$ cat config.mk
export PLATFORM = sky130hd
export DESIGN_NAME = execute_lane_mc
export DESIGN_NICKNAME = d
export VERILOG_FILES = /design/src/rtl/execute_lane_mc.sv
export SDC_FILE = /design/constraint.sdc
export NUM_CORES = 2
export LEC_CHECK = 0
export BUFFER_PORTS_ARGS = -buffer_cell sky130_fd_sc_hd__buf_4
export CAP_MARGIN = 20
export CORE_ASPECT_RATIO = 1.25
export CORE_MARGIN = 2
export CORE_UTILIZATION = 65
export CTS_CLUSTER_DIAMETER = 30
export DETAILED_ROUTE_END_ITERATION = 7
export PLACE_DENSITY = 0.83
export SETUP_SLACK_MARGIN = 0.3
export SLEW_MARGIN = 20
export SYNTH_ARGS = -nofsm -noshare
export SYNTH_HDL_FRONTEND = slang
export SYNTH_SLANG_ARGS = --single-unit
export TNS_END_PERCENT = 10
$ cat constraint.sdc
create_clock -name clk -period 39.8 [get_ports clk]
set_input_delay 7.96 -clock clk [delete_from_list [all_inputs] [get_ports clk]]
set_output_delay 7.96 -clock clk [all_outputs]
set_load 0.01 [all_outputs]
$ cat src/rtl/execute_lane_mc.sv
// Execute lane: single-cycle ALU, pipelined multiplier and iterative restoring divider sharing one
// issue slot and one registered writeback port; a writeback-slot reservation vector prevents collisions.
module execute_lane_mc #(
    parameter int DATA_W     = 32,
    parameter int PREG_W     = 7,
    parameter int AL_W       = 7,
    parameter int NUM_BYPASS = 4,
    parameter int MUL_DEPTH  = 3
) (
    input  logic                         clk,
    input  logic                         reset,
    input  logic                         recoverFlag_i,
    input  logic                         valid_i,
    output logic                         ready_o,
    input  logic                         isSimple_i,
    input  logic [2:0]                   op_i,
    input  logic [PREG_W-1:0]            phySrc1_i,
    input  logic [PREG_W-1:0]            phySrc2_i,
    input  logic [DATA_W-1:0]            src1Data_i,
    input  logic [DATA_W-1:0]            src2Data_i,
    input  logic [PREG_W-1:0]            phyDest_i,
    input  logic [AL_W-1:0]              alID_i,
    input  logic [NUM_BYPASS-1:0]        bypValid_i,
    input  logic [NUM_BYPASS*PREG_W-1:0] bypTag_i,
    input  logic [NUM_BYPASS*DATA_W-1:0] bypData_i,
    output logic                         wbValid_o,
    output logic [PREG_W-1:0]            wbPhyDest_o,
    output logic [AL_W-1:0]              wbAlID_o,
    output logic [DATA_W-1:0]            wbData_o,
    output logic                         divBusy_o
);
    // state | meaning
    // IDLE  | divider free, may accept a div-class op
    // RUN   | one restoring iteration per cycle, r_cnt counts down to 0
    // DONE  | sign fix-up, result loaded into the writeback register
    localparam int DIV_LAT = DATA_W + 2;
    localparam int SH_W    = $clog2(DATA_W);

    typedef enum logic [1:0] {S_IDLE, S_RUN, S_DONE} div_state_t;
    div_state_t r_state, w_state_next;

    logic [DATA_W-1:0]    w_a, w_b, w_alu, w_simple_res, w_mul_res, w_q, w_r, w_div_res;
    logic [2*DATA_W-1:0]  w_prod;
    logic                 w_is_mul, w_is_div, w_slot_busy, w_accept, w_div_go;
    logic                 w_a_neg, w_b_neg;
    logic [DIV_LAT:1]     w_resv_next;
    logic [DIV_LAT:2]     r_resv, w_resv_set;

    logic [MUL_DEPTH-1:1] r_mul_vld;
    logic [DATA_W-1:0]    r_mul_data [1:MUL_DEPTH-1];
    logic [PREG_W-1:0]    r_mul_tag  [1:MUL_DEPTH-1];
    logic [AL_W-1:0]      r_mul_al   [1:MUL_DEPTH-1];

    logic [DATA_W-1:0]    r_quo, r_rem, r_dvsr, r_dvnd;
    logic [DATA_W:0]      w_rem_sh, w_diff;
    logic [SH_W-1:0]      r_cnt;
    logic                 r_neg_q, r_neg_r, r_is_rem, r_b_zero;
    logic [PREG_W-1:0]    r_div_tag;
    logic [AL_W-1:0]      r_div_al;

    // Walk channels high to low so the lowest matching index is the last writer.
    always_comb begin
        w_a = src1Data_i;
        w_b = src2Data_i;
        for (int i = NUM_BYPASS-1; i >= 0; i--) begin
            if (bypValid_i[i] && bypTag_i[i*PREG_W +: PREG_W] == phySrc1_i)
                w_a = bypData_i[i*DATA_W +: DATA_W];
            if (bypValid_i[i] && bypTag_i[i*PREG_W +: PREG_W] == phySrc2_i)
                w_b = bypData_i[i*DATA_W +: DATA_W];
        end
    end

    always_comb begin
        w_is_mul    = !isSimple_i && (op_i <= 3'd1);
        w_is_div    = !isSimple_i && (op_i >= 3'd2) && (op_i <= 3'd5);
        w_resv_next = {1'b0, r_resv};
        w_slot_busy = w_is_div ? w_resv_next[DIV_LAT] :
                      w_is_mul ? w_resv_next[MUL_DEPTH] : w_resv_next[1];
        ready_o     = reset && !recoverFlag_i && !w_slot_busy && !(w_is_div && divBusy_o);
        w_accept    = valid_i && ready_o;
        w_div_go    = w_accept && w_is_div;
        w_resv_set  = '0;
        if (w_accept && w_is_div) w_resv_set[DIV_LAT]   = 1'b1;
        if (w_accept && w_is_mul) w_resv_set[MUL_DEPTH] = 1'b1;
    end

    always_comb begin
        w_alu = '0;
        unique case (op_i)
            3'd0: w_alu = w_a + w_b;
            3'd1: w_alu = w_a - w_b;
            3'd2: w_alu = w_a & w_b;
            3'd3: w_alu = w_a | w_b;
            3'd4: w_alu = w_a ^ w_b;
            3'd5: w_alu = {{(DATA_W-1){1'b0}}, $signed(w_a) < $signed(w_b)};
            3'd6: w_alu = {{(DATA_W-1){1'b0}}, w_a < w_b};
            3'd7: w_alu = w_a << w_b[SH_W-1:0];
            default: w_alu = '0;
        endcase
        w_simple_res = isSimple_i ? w_alu : '0;
        w_prod       = {{DATA_W{1'b0}}, w_a} * {{DATA_W{1'b0}}, w_b};
        w_mul_res    = op_i[0] ? w_prod[2*DATA_W-1:DATA_W] : w_prod[DATA_W-1:0];
        w_a_neg      = !op_i[0] && w_a[DATA_W-1];
        w_b_neg      = !op_i[0] && w_b[DATA_W-1];
    end

    always_comb begin
        w_rem_sh  = {r_rem, r_quo[DATA_W-1]};
        w_diff    = w_rem_sh - {1'b0, r_dvsr};
        w_q       = r_neg_q ? -r_quo : r_quo;
        w_r       = r_neg_r ? -r_rem : r_rem;
        if (r_b_zero) begin
            w_q = '1;
            w_r = r_dvnd;
        end
        w_div_res = r_is_rem ? w_r : w_q;
    end

    always_comb begin
        w_state_next = r_state;
        unique case (r_state)
            S_IDLE:  if (w_div_go) w_state_next = S_RUN;
            S_RUN:   if (r_cnt == '0) w_state_next = S_DONE;
            S_DONE:  w_state_next = S_IDLE;
            default: w_state_next = S_IDLE;
        endcase
    end

    always_ff @(posedge clk) begin
        if (!reset || recoverFlag_i) begin
            r_state   <= S_IDLE;
            r_resv    <= '0;
            r_mul_vld <= '0;
        end else begin
            r_state   <= w_state_next;
            r_resv    <= w_resv_next[DIV_LAT:2] | w_resv_set;
            r_mul_vld <= {r_mul_vld, w_accept && w_is_mul};
        end
    end

    assign divBusy_o = (r_state != S_IDLE);

    always_ff @(posedge clk) begin
        r_mul_data[1] <= w_mul_res;
        r_mul_tag[1]  <= phyDest_i;
        r_mul_al[1]   <= alID_i;
        for (int k = 2; k < MUL_DEPTH; k++) begin
            r_mul_data[k] <= r_mul_data[k-1];
            r_mul_tag[k]  <= r_mul_tag[k-1];
            r_mul_al[k]   <= r_mul_al[k-1];
        end
    end

    // Divider works on magnitudes; signs are reapplied in DONE.
    always_ff @(posedge clk) begin
        if (w_div_go) begin
            r_quo     <= w_a_neg ? -w_a : w_a;
            r_dvsr    <= w_b_neg ? -w_b : w_b;
            r_rem     <= '0;
            r_dvnd    <= w_a;
            r_cnt     <= SH_W'(DATA_W-1);
            r_neg_q   <= w_a_neg ^ w_b_neg;
            r_neg_r   <= w_a_neg;
            r_is_rem  <= op_i[2];
            r_b_zero  <= (w_b == '0);
            r_div_tag <= phyDest_i;
            r_div_al  <= alID_i;
        end else if (r_state == S_RUN) begin
            r_quo <= {r_quo[DATA_W-2:0], !w_diff[DATA_W]};
            r_rem <= w_diff[DATA_W] ? w_rem_sh[DATA_W-1:0] : w_diff[DATA_W-1:0];
            r_cnt <= r_cnt - SH_W'(1);
        end
    end

    always_ff @(posedge clk) begin
        if (!reset) begin
            wbValid_o   <= 1'b0;
            wbPhyDest_o <= '0;
            wbAlID_o    <= '0;
            wbData_o    <= '0;
        end else if (recoverFlag_i) begin
            wbValid_o <= 1'b0;
        end else begin
            wbValid_o <= 1'b0;
            if (w_accept && !w_is_mul && !w_is_div) begin
                wbValid_o   <= 1'b1;
                wbPhyDest_o <= phyDest_i;
                wbAlID_o    <= alID_i;
                wbData_o    <= w_simple_res;
            end else if (r_mul_vld[MUL_DEPTH-1]) begin
                wbValid_o   <= 1'b1;
                wbPhyDest_o <= r_mul_tag[MUL_DEPTH-1];
                wbAlID_o    <= r_mul_al[MUL_DEPTH-1];
                wbData_o    <= r_mul_data[MUL_DEPTH-1];
            end else if (r_state == S_DONE) begin
                wbValid_o   <= 1'b1;
                wbPhyDest_o <= r_div_tag;
                wbAlID_o    <= r_div_al;
                wbData_o    <= w_div_res;
            end
        end
    end
endmodule

Yosys cells after proc, flatten, opt, wreduce, memory -nomap -nowiden

Memory sizes are Yosys's and may differ from the RTL's.
Index checks and enable logic that the tools add are counted.
Widths: inputs -> output; s select.

Eq/ne operators: 19
Multiply operators: 1
Add/subtract/negate cells: 8
Muxes and demuxes: 40
Reductions and logical operators: 42
Shifts and indexed selects: 1
Bitwise gates (word level): 7
Magnitude comparators: 5

Operator list:

| cell                | number |
|---|---|
| $mux 32             | 23 |
| $pmux 32 s8         | 1 |
| $neg 32->32         | 4 |
| $lt 32x32->1        | 2 |
| $mul 32x32->64      | 1 |
| $eq 7x7->1          | 8 |
| $mux 7              | 6 |
| $or 32x33->33       | 1 |
| $sub 33x32->33      | 1 |
| $add 32x32->32      | 1 |
| $and 32x32->32      | 1 |
| $logic_not 32->1    | 1 |
| $or 32x32->32       | 1 |
| $shl 32x5->32       | 1 |
| $sub 32x32->32      | 1 |
| $xor 32x32->32      | 1 |
| $logic_and 1x1->1   | 22 |
| $eq 3x3->1 const B  | 4 |
| $logic_not 1->1     | 9 |
| $mux 1              | 7 |
| $eq 3x2->1 const B  | 2 |
| $logic_not 5->1     | 1 |
| $sub 5x1->5 const B | 1 |
| $mux 2              | 2 |
| 17 further kinds    | 21 |

Logic and storage cells: 144
Memory bits (writable): 92
Output and inout bits: 49
Bits in registers: 235
Bits of input ports: 260
Memories: 3

Memories:

| name       | words | width | read ports | clocked after memory_dff | wr ports | RTL line | source |
|---|---|---|---|---|---|---|---|
| r_mul_data | 2     | 32    | 2          | 0                        | 2        | 50       | `logic [DATA_W-1:0] r_mul_data [1:MUL_DEPTH-1];` |
| r_mul_al   | 2     | 7     | 2          | 0                        | 2        | 52       | `logic [AL_W-1:0] r_mul_al [1:MUL_DEPTH-1];` |
| r_mul_tag  | 2     | 7     | 2          | 0                        | 2        | 51       | `logic [PREG_W-1:0] r_mul_tag [1:MUL_DEPTH-1];` |

Depth between registers and ports, before layout

Depth in word-level cells: 12
Gate-level depth with buffers: 44
Gate-level depth less buffers: 39

Worst setup path after synthesis

No wires, ideal clock.

Path kind: input-to-reg
Start point: in bypTag_i[21]
End point: mem r_mul_data[1][29]
Arrival: 17,893 ps
Library setup time: 70 ps
Stages on the path: 36
Data required time: 39,730 ps
Path buffers: 5
Path slack: 21,837 ps
Path through: xor2_1 -> or4b_4 -> o21ai_1 -> a311oi_1 -> o22a_2 -> inv_2 -> buf_1 -> clkbuf_1 -> clkbuf_1 -> buf_1 -> nor2_1 -> fa_1 -> fa_1 -> fa_1 -> inv_1 -> fa_1 -> inv_1 -> fa_1 -> fa_1 -> fa_1 -> inv_1 -> fa_1 -> inv_1 -> ha_1 -> clkbuf_1 -> nand3_1 -> or4_1 -> o31ai_1 -> nand4_1 -> a21oi_1 -> a21oi_1 -> o311a_1 -> o311ai_0 -> a21oi_1 -> xor2_1 -> a21oi_1

RTL lines:

| element     | RTL line | source |
|---|---|---|
| from (decl) | 24       | `input logic [NUM_BYPASS*PREG_W-1:0] bypTag_i,` |
| to (decl)   | 50       |  |

==> flow_summary_export.csv <==
group,metric,value,unit
critical_path,setup.worst_path.end_class,"flip-flop",
routing,wl,255700,microns
floorplanning,dieWidth,269.7,microns
synthesis,synth.lib_cells_used.distinct,112,
hold_path,timing.hold.worst.class,"flip-flop to flip-flop",
cts,clock_tree.root_cell,"sky130_fd_sc_hd__clkbuf_16",
sta,period_share,47.75,%
finish,mostFrequentLayoutCells,"1018 x sky130_fd_sc_hd__inv_1, 899 x sky130_fd_sc_hd__fa_1, 830 x sky130_fd_sc_hd__nor2_1, 751 x sky130_fd_sc_hd__nand2_1, 468 x sky130_fd_sc_hd__buf_4",
run,max_cap_violations,0,
cts,cts-resized-gates,0,
placed_design,placed_area,60920,sq um
global_routing,grt_antenna_before_repair,24,
placed_design,post-dp-hpwl,185400,microns
sta,final_period_minus_worst_setup_slack,19.01,ns
floorplanning,die_height,336.1,microns
sta,endpoints_failing_setup,0,
finish,layout.cell_area.non_filler,63550,sq um
cts,clk_pin_slew,0.05,ns
synthesis,seq_area_frac_synth,13.40,%
critical_path,path_max_fanout,50,
run_status,status,"complete, but fails checks",
global_routing,track_usage,56.75,%
routing,drt-initial-drc-count,8151,
routing,ant_nets,0,
routing,firstDrtPassIters,8,
floorplanning,die_area,90640,sq um
critical_path,reg2regPathDepth,16,
cts,postCtsSetupRepairBufs,0,
cts,cts_max_level,3,
sta,timing_hold_violations_final,0,
cts,worst_skew_pair.late_latency,0.62,ns
sta,skew_final,0.03045,ns
cts,numCtsBuffers,72,
placed_design,finalWeightedCongestion,1.110,
finish,mostFrequentLayoutCell,"sky130_fd_sc_hd__inv_1",
finish,final_nets,8462,
critical_path,critical_path_required_time,40.28,ns
hold_path,whs_endpoint,"r_mul_data[2][22]$_DFF_P_",
finish,final-instance-count-excl-fill,8160,
synthesis,post_synth_instance_area,57350,sq um
sta,max_slew.worst_pin.slew,1.121,ns
routing,vias_per_cell,6.860,
critical_path,worstReg2RegEnd,"r_rem[0]$_SDFFE_PP0P_",
placed_design,port_buffers,308,
critical_path,arrival,19.48,ns
sta,relSlewSlack,24.82,%
synthesis,synth_async_sr_flop_share,0,%
critical_path,critPathMostFrequentCell,"sky130_fd_sc_hd__fa_1",
cts,holdBufCountCts,0,
placed_design,numPlacedInstances,8002,
critical_path,r2r_setup_slack,34.09,ns
critical_path,worst_setup_path_start_kind,"primary input",
synthesis,synth_area_per_cell,8.436,sq um
global_routing,first_global_vias,56320,
critical_path,slowest_stage,"sky130_fd_sc_hd__o31ai_1",
floorplanning,fp-row-count,121,
synthesis,yosys-top-cells-area,"sky130_fd_sc_hd__fa_1 31%, sky130_fd_sc_hd__ha_1 8.6%, sky130_fd_sc_hd__dfxtp_1 7.4%",
synthesis,synth-edff-count,114,
hold_path,hold_path.startpoint,"r_mul_data[1][22]$_DFF_P_",
global_routing,globalRouteOverflowTotal,0,
sta,unrepaired_setup_endpoints_after_global_routing,"false",
routing,detailroute.via_count,55980,
floorplanning,boundaryPins,309,
hold_path,hold_depth,0,
critical_path,cp_top_family,"adder cells",
sta,achievable-frequency,52.62,MHz
synthesis,ys_seq_elements,327,
global_routing,grt_max_degree,81,
critical_path,worst_r2r_startpoint,"r_quo[31]$_DFFE_PP_",
finish,post_route_cells_drive_above_1_share,10.43,%
global_routing,wire_length_of_the_first_global_routing_pass,372800,microns
finish,syn_to_final_growth,10.82,%
synthesis,ys.flop_type,"sky130_fd_sc_hd__dfxtp_1",
finish,final.fill_count,6492,
floorplanning,starting_utilization_of_the_core_area,65.77,%
critical_path,path_buf_inv,8,
cts,cts_tree,"built",
cts,cts.sink_count,327,
critical_path,maximum_single_stage_delay_on_the_critical_path,0.81,ns
routing,post-route-drc-count,22,
synthesis,synthCells,6798,
run_status,failed_checks,"DRC",
synthesis,yosysTopAreaCell,"sky130_fd_sc_hd__fa_1",
synthesis,synth_top_cell_area_share,31.38,%
routing,post_drt_wl_per_cell,31.34,microns
sta,report.final.slew_viol_count,0,
synthesis,yosys_warnings,0,
cts,cts_max_path_buffers,3,
critical_path,critical_path_class,"primary input to flip-flop",
sta,totalNegativeSetupSlack,0,ns
floorplanning,core,87200,sq um
synthesis,synth_nets,8350,
## worst reg2reg max path: cells and delay by family, from the launching register on
family / cells / cell delay [ns]
flip-flops: 1 / 0.42
AO/OA/AOI/OAI: 9 / 2.95
buffers and inverters: 1 / 0.21
XOR/XNOR: 1 / 0.85
adder cells (fa/ha/maj): 2 / 0.63
AND/OR/NAND/NOR: 3 / 0.57
## stage by stage
step	setup slack, ns	hold slack, ns	util (%)
after CTS	20.97	0.3064	72.77
after global routing	20.31	0.3094	72.84
after detailed placement	20.36	0.3121	69.86
after global placement	20.45	0.3101	69.84
after floorplan	21.84	0.3096	-
final	20.79	0.3098	72.88
## how the worst max path moves through the flow
stage / startpoint / to / slack (ns) / depth (start not counted)
after floorplan: bypTag_i[21] / r_mul_data[1][29]$_DFF_P_ / 21.84 / 36
after global placement: phySrc2_i[5] / r_mul_data[1][29]$_DFF_P_ / 20.45 / 33
after detailed placement: phySrc2_i[4] / r_mul_data[1][29]$_DFF_P_ / 20.36 / 33
after CTS: phySrc2_i[4] / r_mul_data[1][29]$_DFF_P_ / 20.97 / 33
after global routing: phySrc2_i[4] / r_mul_data[1][29]$_DFF_P_ / 20.31 / 33
final: phySrc2_i[4] / r_mul_data[1][29]$_DFF_P_ / 20.79 / 33
## synth_stat cells (all sizes together) (108+ instances only)
library cell / instances
ha: 393
fa: 899
a21oi: 317
mux2i: 134
nor2: 835
nand2: 752
inv: 1030
xnor2: 236
nand3: 125
clkbuf: 324
edfxtp: 114
o21ai: 248
dfxtp: 213
buf: 108
## sequential cells by signal (all words and copies together), names as in the netlist, 2 cells and up
signal / count
r_mul_data: 64
r_resv: 33
r_dvnd: 32
r_dvsr: 32
r_quo: 32
r_rem: 32
wbData_o: 32
r_mul_al: 14
r_mul_tag: 14
r_div_al: 7
r_div_tag: 7
wbAlID_o: 7
wbPhyDest_o: 7
r_cnt: 5
r_mul_vld: 2
r_state: 2
## cell type report
type	count	area, sq um	share of cell area, %
Antenna cell	23	57.56	0.09056
Clock buffer	89	1967	3.095
Clock inverter	44	566.8	0.8918
Inverter	1045	3924	6.174
Multi-Input combinational cell	4994	44330	69.76
Sequential cell	327	7689	12.10
Tap cell	1168	1461	2.299
Timing Repair Buffer	470	3556	5.595
## kinds of logic after synthesis
kind of cell	after synthesis	share of synthesized area [%]
mux	153	2.712
compound gates	1178	13.87
buf+inv	1477	9.787
fa+ha+maj	1293	39.97
xor+xnor	313	4.806
simple gates	2057	15.45
flops	327	13.40
## per-layer routing
metal	GRT usage, %	vias to the layer above	wire length [microns]
met3	25.99	1862	41810
met1	63.74	26600	79700
met5	2.105	-	364
met2	80.34	5244	102700
li1	-	22250	-
met4	51.75	22	31110
Power is left out: the tool's default activity adds up to more than one toggle a clock period on the data nets, which glitch-free logic cannot reach.
